$ cat config.mk
export PLATFORM = sky130hd
export DESIGN_NAME = mips_decode_pipe
export DESIGN_NICKNAME = d
export VERILOG_FILES = /design/src/rtl/mips_decode_pipe.sv
export SDC_FILE = /design/constraint.sdc
export NUM_CORES = 1
export LEC_CHECK = 0
export CORE_UTILIZATION = 51
export CTS_CLUSTER_SIZE = 20
export DETAILED_ROUTE_END_ITERATION = 10
export PLACE_DENSITY = 0.85
export REMOVE_ABC_BUFFERS = 1
export SETUP_SLACK_MARGIN = 0.1
export SYNTH_ARGS = -nofsm -noshare
export SYNTH_HDL_FRONTEND = slang
export SYNTH_SLANG_ARGS = --single-unit
$ cat constraint.sdc
create_clock -name clock -period 4.2 [get_ports clock]
set_input_delay 0.63 -clock clock [delete_from_list [all_inputs] [get_ports clock]]
set_output_delay 0.63 -clock clock [all_outputs]
set_load 0.02 [all_outputs]
$ cat src/rtl/mips_decode_pipe.sv
// mips_decode_pipe: decodes a subset of MIPS R-type and I-type ALU
// instructions when they are accepted, and holds the decoded result in a
// two-entry buffer (head plus skid) behind a valid/ready handshake.
// Optional feature macro: EXC_COUNT_EN adds a saturating counter of accepted
// exception instructions, together with its exc_count/exc_clr ports.
module mips_decode_pipe #(
    parameter int CNT_W = 8
) (
    input  logic              clock,
    input  logic              reset,
    input  logic              in_valid,
    output logic              in_ready,
    input  logic [31:0]       inst,
    output logic              out_valid,
    input  logic              out_ready,
    output logic [2:0]        alu_op,
    output logic              rd_src,
    output logic              alu_src2,
    output logic              writeenable,
    output logic              except,
    output logic [4:0]        rs,
    output logic [4:0]        wr_reg,
    output logic [31:0]       imm32
`ifdef EXC_COUNT_EN
    ,
    output logic [CNT_W-1:0]  exc_count,
    input  logic              exc_clr
`endif
);

    // One decoded buffer entry. The raw instruction is never stored.
    typedef struct packed {
        logic [2:0]  alu_op;
        logic        rd_src;
        logic        alu_src2;
        logic        writeenable;
        logic        except;
        logic [4:0]  rs;
        logic [4:0]  wr_reg;
        logic [31:0] imm32;
    } entry_t;

    localparam entry_t ENTRY_ZERO = '{3'd0, 1'b0, 1'b0, 1'b0, 1'b0, 5'd0, 5'd0, 32'd0};

    // Turns an instruction word into a decoded entry; anything not in the
    // supported subset becomes an exception entry with every control field
    // cleared, so it can never write the register file.
    function automatic entry_t decode(input logic [31:0] word);
        entry_t e;
        logic   valid_op;
        e          = ENTRY_ZERO;
        valid_op   = 1'b1;
        e.rs       = word[25:21];
        case (word[31:26])
            6'h00: begin
                e.rd_src   = 1'b0;
                e.alu_src2 = 1'b0;
                case (word[5:0])
                    6'h20:   e.alu_op = 3'b010;
                    6'h22:   e.alu_op = 3'b011;
                    6'h24:   e.alu_op = 3'b100;
                    6'h25:   e.alu_op = 3'b101;
                    6'h26:   e.alu_op = 3'b111;
                    6'h27:   e.alu_op = 3'b110;
                    default: valid_op = 1'b0;
                endcase
            end
            6'h08: begin
                e.alu_op   = 3'b010;
                e.rd_src   = 1'b1;
                e.alu_src2 = 1'b1;
                e.imm32    = {{16{word[15]}}, word[15:0]};
            end
            6'h0c: begin
                e.alu_op   = 3'b100;
                e.rd_src   = 1'b1;
                e.alu_src2 = 1'b1;
                e.imm32    = {16'h0000, word[15:0]};
            end
            6'h0d: begin
                e.alu_op   = 3'b101;
                e.rd_src   = 1'b1;
                e.alu_src2 = 1'b1;
                e.imm32    = {16'h0000, word[15:0]};
            end
            6'h0e: begin
                e.alu_op   = 3'b111;
                e.rd_src   = 1'b1;
                e.alu_src2 = 1'b1;
                e.imm32    = {16'h0000, word[15:0]};
            end
            default: valid_op = 1'b0;
        endcase
        if (valid_op) begin
            e.writeenable = 1'b1;
            e.except      = 1'b0;
            e.wr_reg      = e.rd_src ? word[20:16] : word[15:11];
        end else begin
            e          = ENTRY_ZERO;
            e.rs       = word[25:21];
            e.except   = 1'b1;
        end
        return e;
    endfunction

    logic [1:0] occ_r;
    entry_t     head_r;
    entry_t     skid_r;
    entry_t     dec_s;
    logic       push_s;
    logic       pop_s;

    // in_ready depends only on the occupancy register (occupancy is 0..2,
    // so bit 1 set means full); out_valid likewise.
    assign in_ready  = ~occ_r[1];
    assign out_valid = (occ_r != 2'd0);
    assign push_s    = in_valid && in_ready;
    assign pop_s     = out_valid && out_ready;
    assign dec_s     = decode(inst);

    // Buffer update: the head register is forced to zero whenever the buffer
    // empties, so the outputs read 0 while out_valid is low with no gating.
    always_ff @(posedge clock or negedge reset) begin
        if (!reset) begin
            occ_r  <= 2'd0;
            head_r <= ENTRY_ZERO;
            skid_r <= ENTRY_ZERO;
        end else begin
            case (occ_r)
                2'd0: begin
                    if (push_s) begin
                        head_r <= dec_s;
                        occ_r  <= 2'd1;
                    end
                end
                2'd1: begin
                    if (push_s && pop_s) begin
                        head_r <= dec_s;
                    end else if (push_s) begin
                        skid_r <= dec_s;
                        occ_r  <= 2'd2;
                    end else if (pop_s) begin
                        head_r <= ENTRY_ZERO;
                        occ_r  <= 2'd0;
                    end
                end
                2'd2: begin
                    if (pop_s) begin
                        head_r <= skid_r;
                        skid_r <= ENTRY_ZERO;
                        occ_r  <= 2'd1;
                    end
                end
                default: begin
                    occ_r  <= 2'd0;
                    head_r <= ENTRY_ZERO;
                    skid_r <= ENTRY_ZERO;
                end
            endcase
        end
    end

    assign alu_op      = head_r.alu_op;
    assign rd_src      = head_r.rd_src;
    assign alu_src2    = head_r.alu_src2;
    assign writeenable = head_r.writeenable;
    assign except      = head_r.except;
    assign rs          = head_r.rs;
    assign wr_reg      = head_r.wr_reg;
    assign imm32       = head_r.imm32;

`ifdef EXC_COUNT_EN
    localparam logic [CNT_W-1:0] CNT_MAX = {CNT_W{1'b1}};

    logic [CNT_W-1:0] exc_cnt_r;
    logic             exc_hit_s;

    assign exc_hit_s = push_s && dec_s.except;

    // Saturating count of accepted exception instructions; a clear in the
    // same cycle as an accepted exception still records that one.
    always_ff @(posedge clock or negedge reset) begin
        if (!reset) begin
            exc_cnt_r <= {CNT_W{1'b0}};
        end else if (exc_clr) begin
            exc_cnt_r <= exc_hit_s ? {{(CNT_W-1){1'b0}}, 1'b1} : {CNT_W{1'b0}};
        end else if (exc_hit_s && (exc_cnt_r != CNT_MAX)) begin
            exc_cnt_r <= exc_cnt_r + {{(CNT_W-1){1'b0}}, 1'b1};
        end else begin
            exc_cnt_r <= exc_cnt_r;
        end
    end

    assign exc_count = exc_cnt_r;
`endif

endmodule

; Word-level counts from Yosys, hierarchy flattened
; Index checks and enable logic that the tools add are counted.
[op_classes]
reduce_logical = 12
n_eq_ne = 19
muxes = 24
n_bitwise = 2
[op_table]
columns = op, count
row1 = $mux 49, 6
row2 = $pmux 49 s3, 2
row3 = $pmux 32 s2, 1
row4 = $eq 6x6->1 const B, 6
row5 = $mux 32, 1
row6 = $pmux 5 s5, 1
row7 = $eq 6x4->1 const B, 4
row8 = $pmux 3 s6, 1
row9 = $mux 5, 3
row10 = $mux 2, 6
row11 = $reduce_and 4->1, 3
row12 = $ne 3x3->1 const B, 3
row13 = $ne 2x2->1 const B, 4
row14 = $logic_not 6->1, 1
row15 = $pmux 2 s3, 1
row16 = $reduce_or 6->1, 1
row17 = $reduce_or 4->1, 1
row18 = $logic_and 1x1->1, 3
row19 = $reduce_or 3->1, 1
row20 = $eq 2x1->1 const B, 1
row21 = $eq 2x2->1 const B, 1
row22 = $logic_not 2->1, 1
row23 = $not 1->1, 2
row24 = $pmux 1 s2, 1
row25 = other kinds (2), 2
[word_totals]
word_cells = 74
reg_bits = 100
out_inout_bits = 51
in_bits = 36

; Depth between registers and ports, before layout
; Gate-level depths: netlist of the first run.
[depth]
word_depth = 8
mapped_depth = 6

; Worst setup path after synthesis of the first run
; Ideal clock, no wire load.
[synth_timing]
path_kind = in2reg
startpoint = input inst[31]
endpoint = register head_r (netlist bit imm32[0])
setup_slack_ps = 2536
setup_time_ps = 64
arrival_time_ps = 1601
required_ps = 4136
stages = 5
path_cell_list = nor3b_4 -> o21ai_4 -> nor2_2 -> buf_4 -> a21o_1
[synth_via]
elab_chain_len = 6
elab_cells_between_ends = 13
[synth_rtl]
columns = element, line_no
row1 = start: declaration, 13  ; input logic [31:0] inst,
row2 = $eq 6x4->1, 54  ; case (word[31:26])
row3 = $reduce_or 4->1 (no line) or $reduce_or 3->1 (tied branches), --
row4 = $pmux 1 s2 or $pmux 32 s2 (tied branches), 54
row5 = $mux 32 (*), 94  ; if (valid_op) begin
row6 = "$mux 49, on equally long branches", "137, 131"
row7 = $pmux 49 s3 (*), 129  ; case (occ_r)
row8 = end signal: assignment, 132  ; head_r <= dec_s;
row9 = end signal: assignment, 138  ; head_r <= dec_s;
row10 = end signal: assignment, 149  ; head_r <= skid_r;
row11 = end: declaration, 107  ; entry_t head_r;
; Mark *: on every way between the ends. The rest lies on a longest branch, timed or not. The select of a mux whose other input is x is not followed.
; A chain may end at the register's enable or synchronous reset.

; Worst setup path in the final report of the first run
[layout_timing]
startpoint = register occ_r[0]
endpoint = output out_valid
[layout_via]
elab_chain_len = 1
[layout_rtl]
columns = element, line_no
row1 = start: declaration, 106  ; logic [1:0] occ_r;
row2 = start signal: assignment, 125  ; occ_r <= 2'd0;
row3 = start signal: assignment, 133  ; occ_r <= 2'd1;
row4 = start signal: assignment, 141  ; occ_r <= 2'd2;
row5 = $reduce_bool 2->1, 116  ; assign out_valid = (occ_r != 2'd0);
row6 = end: declaration, 14  ; output logic out_valid,
; Every way passes these cells.

==> run summary, run 1 <==
Asr flop ratio synth: 1.00
Initial DRC Count: 239
Cells after DPL: 408
Critical Path AT: 1.69 ns
Global Route met3 Usage: 0.0534
Critical path's largest stage delay: 0.54 ns
DRC viols: 0
Largest net degree at the start of global routing: 39
PD cells: 398 mW/mm2
Clock Path Buffers: 2
Setup crit start kind: flip-flop
RSZ-0062 raised after global routing: no
Post-DP HPWL: 4850 um
Post-CTS setup buffers: 0
DR vias: 2510
Grt peak-use layer: met2
Seq/Total Area, Yosys: 0.547
Resize count post-CTS: 0
Peak Freq: 0.431 GHz
Crit path required time: 3.57 ns
Largest Register: skid_r
# H-tree levels: 3
Initial Util: 0.529
Synth-to-Final Area Change: 31.4%
Top Ports: 87
Global routing usage on met2: 0.397
Root buffer cell: clkbuf_8
Top_reg_cell synth: dfrtp_1
Setup violators final: 0
Core Region: 0.00589 mm2
First drt pass iteration count: 5
Min cycle time layout: 2.32 ns
Clk pin slew, worst setup/hold paths: 0.07 ns
Worst-margin pin slew: 0.832 ns
Final period util: 0.552
Lkg Pwr: 0.00193 uW
Mean Syn Cell Area: 11.3 um2
Non-Filler Instances: 424
Worst slew margin: 0.445
Nets@finish: 380
Worst path cell trace: or2_2, clkdlybuf4s50_1
Global-route wire length before repair: 12000 um
Initial antenna violation count: 0
Final Hold Fails: 0
Total negative slack: 0 ns
Vias in the first global route: 2473
Max reg flops: 33
Layout cell share with drive strength beyond 1: 0.0860
Met1 Use GR: 0.338
Die area: 0.00642 mm2
Multi-input logic area: 0.00118 mm2
Gpl congestion: 0.784
Fin Hold WS: 0.381 ns
CTS tree: yes
Die width: 80.1 um
Fillers: 437
MaxCap Viol Count: 0
Placed cell area: 0.00389 mm2
Critical path fanouts, max: 10
IO Port Bufs: 86
CTS buffer count: 9
Cts hold-fix bufs: 0
Num Clock Sinks: 68
Critical path type: reg -> out
Outcome: finished clean
Final setup skew: 0.00621 ns
Peak supply drop: 203 uV
Syn Inst Count: 275
Synth unique cells: 43
Post-synth EDFFs: 0
Critical-path top delay cell: clkdlybuf4s50_1
Post-Layout Inst Area: 0.00409 mm2
Fin. max-slew vios: 0
Yosys warning count: 0
Die extent in y: 80.1 um
FF+latch area: 0.00170 mm2
ANT cells: 0
Cell row count: 28
Clock Latency Late Sink: 0.34 ns
Gr usage total: 0.252
Power, Total: 1630 uW
Crit end category: primary output
GRT overflow: 0
Vias per std cell: 5.92
Total wire length: 7250 um
Routed Antenna Nets: 0
Mapped Area: 0.00311 mm2
WL per Instance: 17.1 um
#FFs+latches synth: 68
HP Class: in -> async
cells in the final DEF (no fill, tap or decap), drive strengths merged, types with 2 or more instances in the layout:
cell	netlist	layout
nand2b	3	3
nand2	25	25
o21ai	25	25
nor3b	2	2
nor2b	4	4
mux2i	6	6
clkdlybuf4s50	0	85
a21oi	2	2
a22oi	12	12
a31o	2	2
xor2	2	2
clkbuf	4	12
dfrtp	68	68
a222oi	5	5
a22o	33	33
clkinv	0	2
a21o	19	19
inv	8	8
buf	28	5
o22ai	2	2
nor3	3	3
nor2	8	8
layout make-up:
type                       count  area share
sequential                    68       0.416
multi-input combinational    167       0.288
timing repair buffer          90       0.217
clock buffer                  12      0.0379
tap                           75      0.0229
clock inverter                 4      0.0116
inverter                       8     0.00734
kinds of logic after synthesis:
logic type      synth area share
flops                      0.547
compound gates             0.261
buf+inv                   0.0792
xor+xnor                 0.00845
simple gates              0.0816
mux                       0.0229
critical path, delay by kind of cell, from the launching register on:
| kind | cells | cell delay [ns] |
|---|---|---|
| simple gates | 1 | 0.32 |
| flops | 1 | 0.50 |
| buf+inv | 1 | 0.54 |
per-stage QoR:
| step | worst slack (ns) | utilization |
|---|---|---|
| 3_3_place_gp | 1.69 | 0.661 |
| 2_1_floorplan | 0.991 | - |
| 3_5_place_dp | 1.68 | 0.661 |
| 4_1_cts | 1.85 | 0.695 |
| 5_1_grt | 1.76 | 0.695 |
| 6_report | 1.88 | 0.695 |
power breakdown:
part,internal [uW],total [uW],switching (uW)
Clock,305,544,239
Sequential,708,747,39.1
Combinational,143,337,194
cell usage after synthesis, types with 2 or more instances:
cell type  instances  area, um2
dfrtp_1           68       1700
a22o_1            33        289
nand2_1           25       93.8
a21o_1            19        143
buf_4             17        128
o21ai_0           13       65.1
a22oi_1           12       90.1
o21ai_1           11       55.1
buf_2              8       40.0
inv_1              8       30.0
mux2i_1            6       60.1
nor2_1             6       22.5
a222oi_1           5       50.1
clkbuf_1           4       15.0
nor2b_1            4       25.0
buf_6              3       33.8
nand2b_1           3       18.8
a21oi_1            2       10.0
nor3_1             2       10.0
o22ai_1            2       12.5
xor2_1             2       17.5
routing by layer:
layer  routed length [um]  part of all wire  up-vias
li1                     -                 -     1133
met1                 3030              0.42     1232
met2                 3500              0.48      133
met3                  606             0.084       12
met4                  114             0.016        0
met5                    0                 0        -
path summary, 6_finish.rpt:
path / slack [ns] / cells past startpoint / startpoint / endpoint
max: 1.88 / 2 / occ_r[0] / out_valid
min: 0.38 / 1 / reset / rs[1]
max reg2reg: 2.42 / 5 / occ_r[0] / imm32[2]
min reg2reg: 0.48 / 2 / skid_r[43] / skid_r[43]
max in group asynchronous: 2.90 / 2 / reset / alu_op[2]
min in group clock: 0.48 / 2 / skid_r[43] / skid_r[43]
Note: power is estimated with default switching activity, not from simulation.
==> inputs of run 2 (changes only) <==
--- a/config.mk
+++ b/config.mk
@@ -5,10 +5,10 @@
 export SDC_FILE = /design/constraint.sdc
 export NUM_CORES = 1
 export LEC_CHECK = 0
-export CORE_UTILIZATION = 51
+export CORE_UTILIZATION = 43
 export CTS_CLUSTER_SIZE = 20
 export DETAILED_ROUTE_END_ITERATION = 10
-export PLACE_DENSITY = 0.85
+export PLACE_DENSITY = 0.77
 export REMOVE_ABC_BUFFERS = 1
 export SETUP_SLACK_MARGIN = 0.1
 export SYNTH_ARGS = -nofsm -noshare
==> constraint.sdc (replaced) <==
create_clock -name clock -period 2 [get_ports clock]
set_input_delay 0.3 -clock clock [delete_from_list [all_inputs] [get_ports clock]]
set_output_delay 0.3 -clock clock [all_outputs]
set_load 0.02 [all_outputs]
==> run summary, run 2 (synthesized netlist as in run 1, its figures left out) <==
Die area: 0.00758 mm2
Nets@finish: 391
WL per Instance: 16.5 um
Worst r2r src: occ_r[0]
Top Ports: 87
Reg2Reg Setup Slack: 0.41 ns
Worst path bufs/invs: 1
Total wire length: 7550 um
Dpl ws: -0.0225 ns
Final setup skew: 0.0116 ns
Commonest non-fill, non-tap cell in the layout: clkdlybuf4s50_1
Initial Util: 0.451
Fin. max-slew vios: 0
Post-DP HPWL: 5070 um
PD cells: 867 mW/mm2
Num Clock Sinks: 68
Setup crit start kind: flip-flop
Max reg flops: 33
Critical path's top delay family: buffers and inverters
Most frequent cells in the layout: clkdlybuf4s50_1, dfrtp_1, a22o_1
Cell row count: 30
DRC viols: 0
Gpl congestion: 0.896
Crit path required time: 1.70 ns
Root buffer cell: clkbuf_8
Peak Freq: 0.541 GHz
Crit end category: primary output
Largest net degree at the start of global routing: 43
CTS buffer count: 9
Synth-to-Final Area Change: 38.0%
Initial DRC Count: 230
Worst hold path startpoint: skid_r[30]
Critical path's largest stage delay: 0.67 ns
RSZ-0062 raised after global routing: yes
Peak supply drop: 413 uV
R2r worst-path depth: 5
Min cycle time layout: 1.85 ns
Gr usage total: 0.212
Layout cell share with drive strength beyond 1: 0.117
CTS tree: yes
Setup violators final: 0
Worst-margin pin slew: 0.550 ns
MaxCap Viol Count: 0
WHS Endpoint: skid_r[30]
IO Port Bufs: 86
Critical Path AT: 1.55 ns
Initial antenna violation count: 0
Routed Antenna Nets: 0
Critical path fanouts, max: 20
Power, Total: 3720 uW
Global-route wire length before repair: 12000 um
ANT cells: 0
Die width: 87.1 um
Vias in the first global route: 2460
HP Class: reg -> reg
Outcome: finished clean
Final setup margin: 0.153 ns
Post-CTS setup buffers: 0
GRT overflow: 0
Worst slew margin: 0.633
Clock Latency Late Sink: 0.35 ns
Clk pin slew, worst setup/hold paths: 0.07 ns
Hold path depth: 2
Critical-path top delay cell: clkdlybuf4s50_1
# H-tree levels: 3
Worst path cell trace: clkdlybuf4s50_1
Largest Register: skid_r
Lkg Pwr: 0.00202 uW
DR vias: 2476
Clock Path Buffers: 2
Core Region: 0.00691 mm2
Die extent in y: 87.1 um
Vias per std cell: 5.43
RR Endpoint: alu_op[0]
Critical path type: reg -> out
Final Hold Fails: 0
Final period util: 0.924
First drt pass iteration count: 4
## run 2: routing by layer
metal	global-route usage	vias to the layer above	routed length [um]
met5	0	-	0
met4	0.0758	0	97
met3	0.0607	8	537
met2	0.328	96	3450
met1	0.285	1223	3460
li1	-	1149	-
## run 2: per-stage QoR
step | util | hold WS [ns] | cell area [um2] | instances | TNS [ns]
2_1_floorplan | - | 0.00441 | 2900 | 243 | -15.80
3_3_place_gp | 0.585 | 0.321 | 4040 | 439 | 0
3_5_place_dp | 0.585 | 0.330 | 4040 | 439 | -0.0267
4_1_cts | 0.622 | 0.487 | 4290 | 456 | 0
5_1_grt | 0.622 | 0.510 | 4290 | 456 | 0
6_report | 0.622 | 0.485 | 4290 | 456 | 0
## run 2: power breakdown
| part | switching (uW) | internal [uW] |
|---|---|---|
| sequential | 69.8 | 1480 |
| combinational | 433 | 339 |
| clock | 559 | 836 |
## run 2: layout make-up
type / instances / area, um2
fill: 590 / 2610
clock buffer: 9 / 124
multi-input combinational: 167 / 1180
timing repair buffer: 101 / 1020
inverter: 8 / 30.0
clock inverter: 7 / 123
sequential: 68 / 1700
tap: 96 / 120
## run 2: worst max path at each step
stage	to	start	cells past startpoint	slack (ns)
2_1_floorplan	imm32[30]	imm32[30]	4	-1.21
3_3_place_gp	skid_r[33]	inst[5]	5	0.05
3_5_place_dp	skid_r[33]	inst[5]	5	-0.02
4_1_cts	imm32[29]	imm32[30]	1	0.14
5_1_grt	imm32[17]	imm32[30]	1	0.08
6_report	imm32[29]	imm32[30]	1	0.15
## run 2: what timing repair did
item	in CTS	in global routing
endpoints found under the hold margin	26	0
hold buffers	1	0
endpoints found under the setup margin	18	14
gates resized for setup	3	0
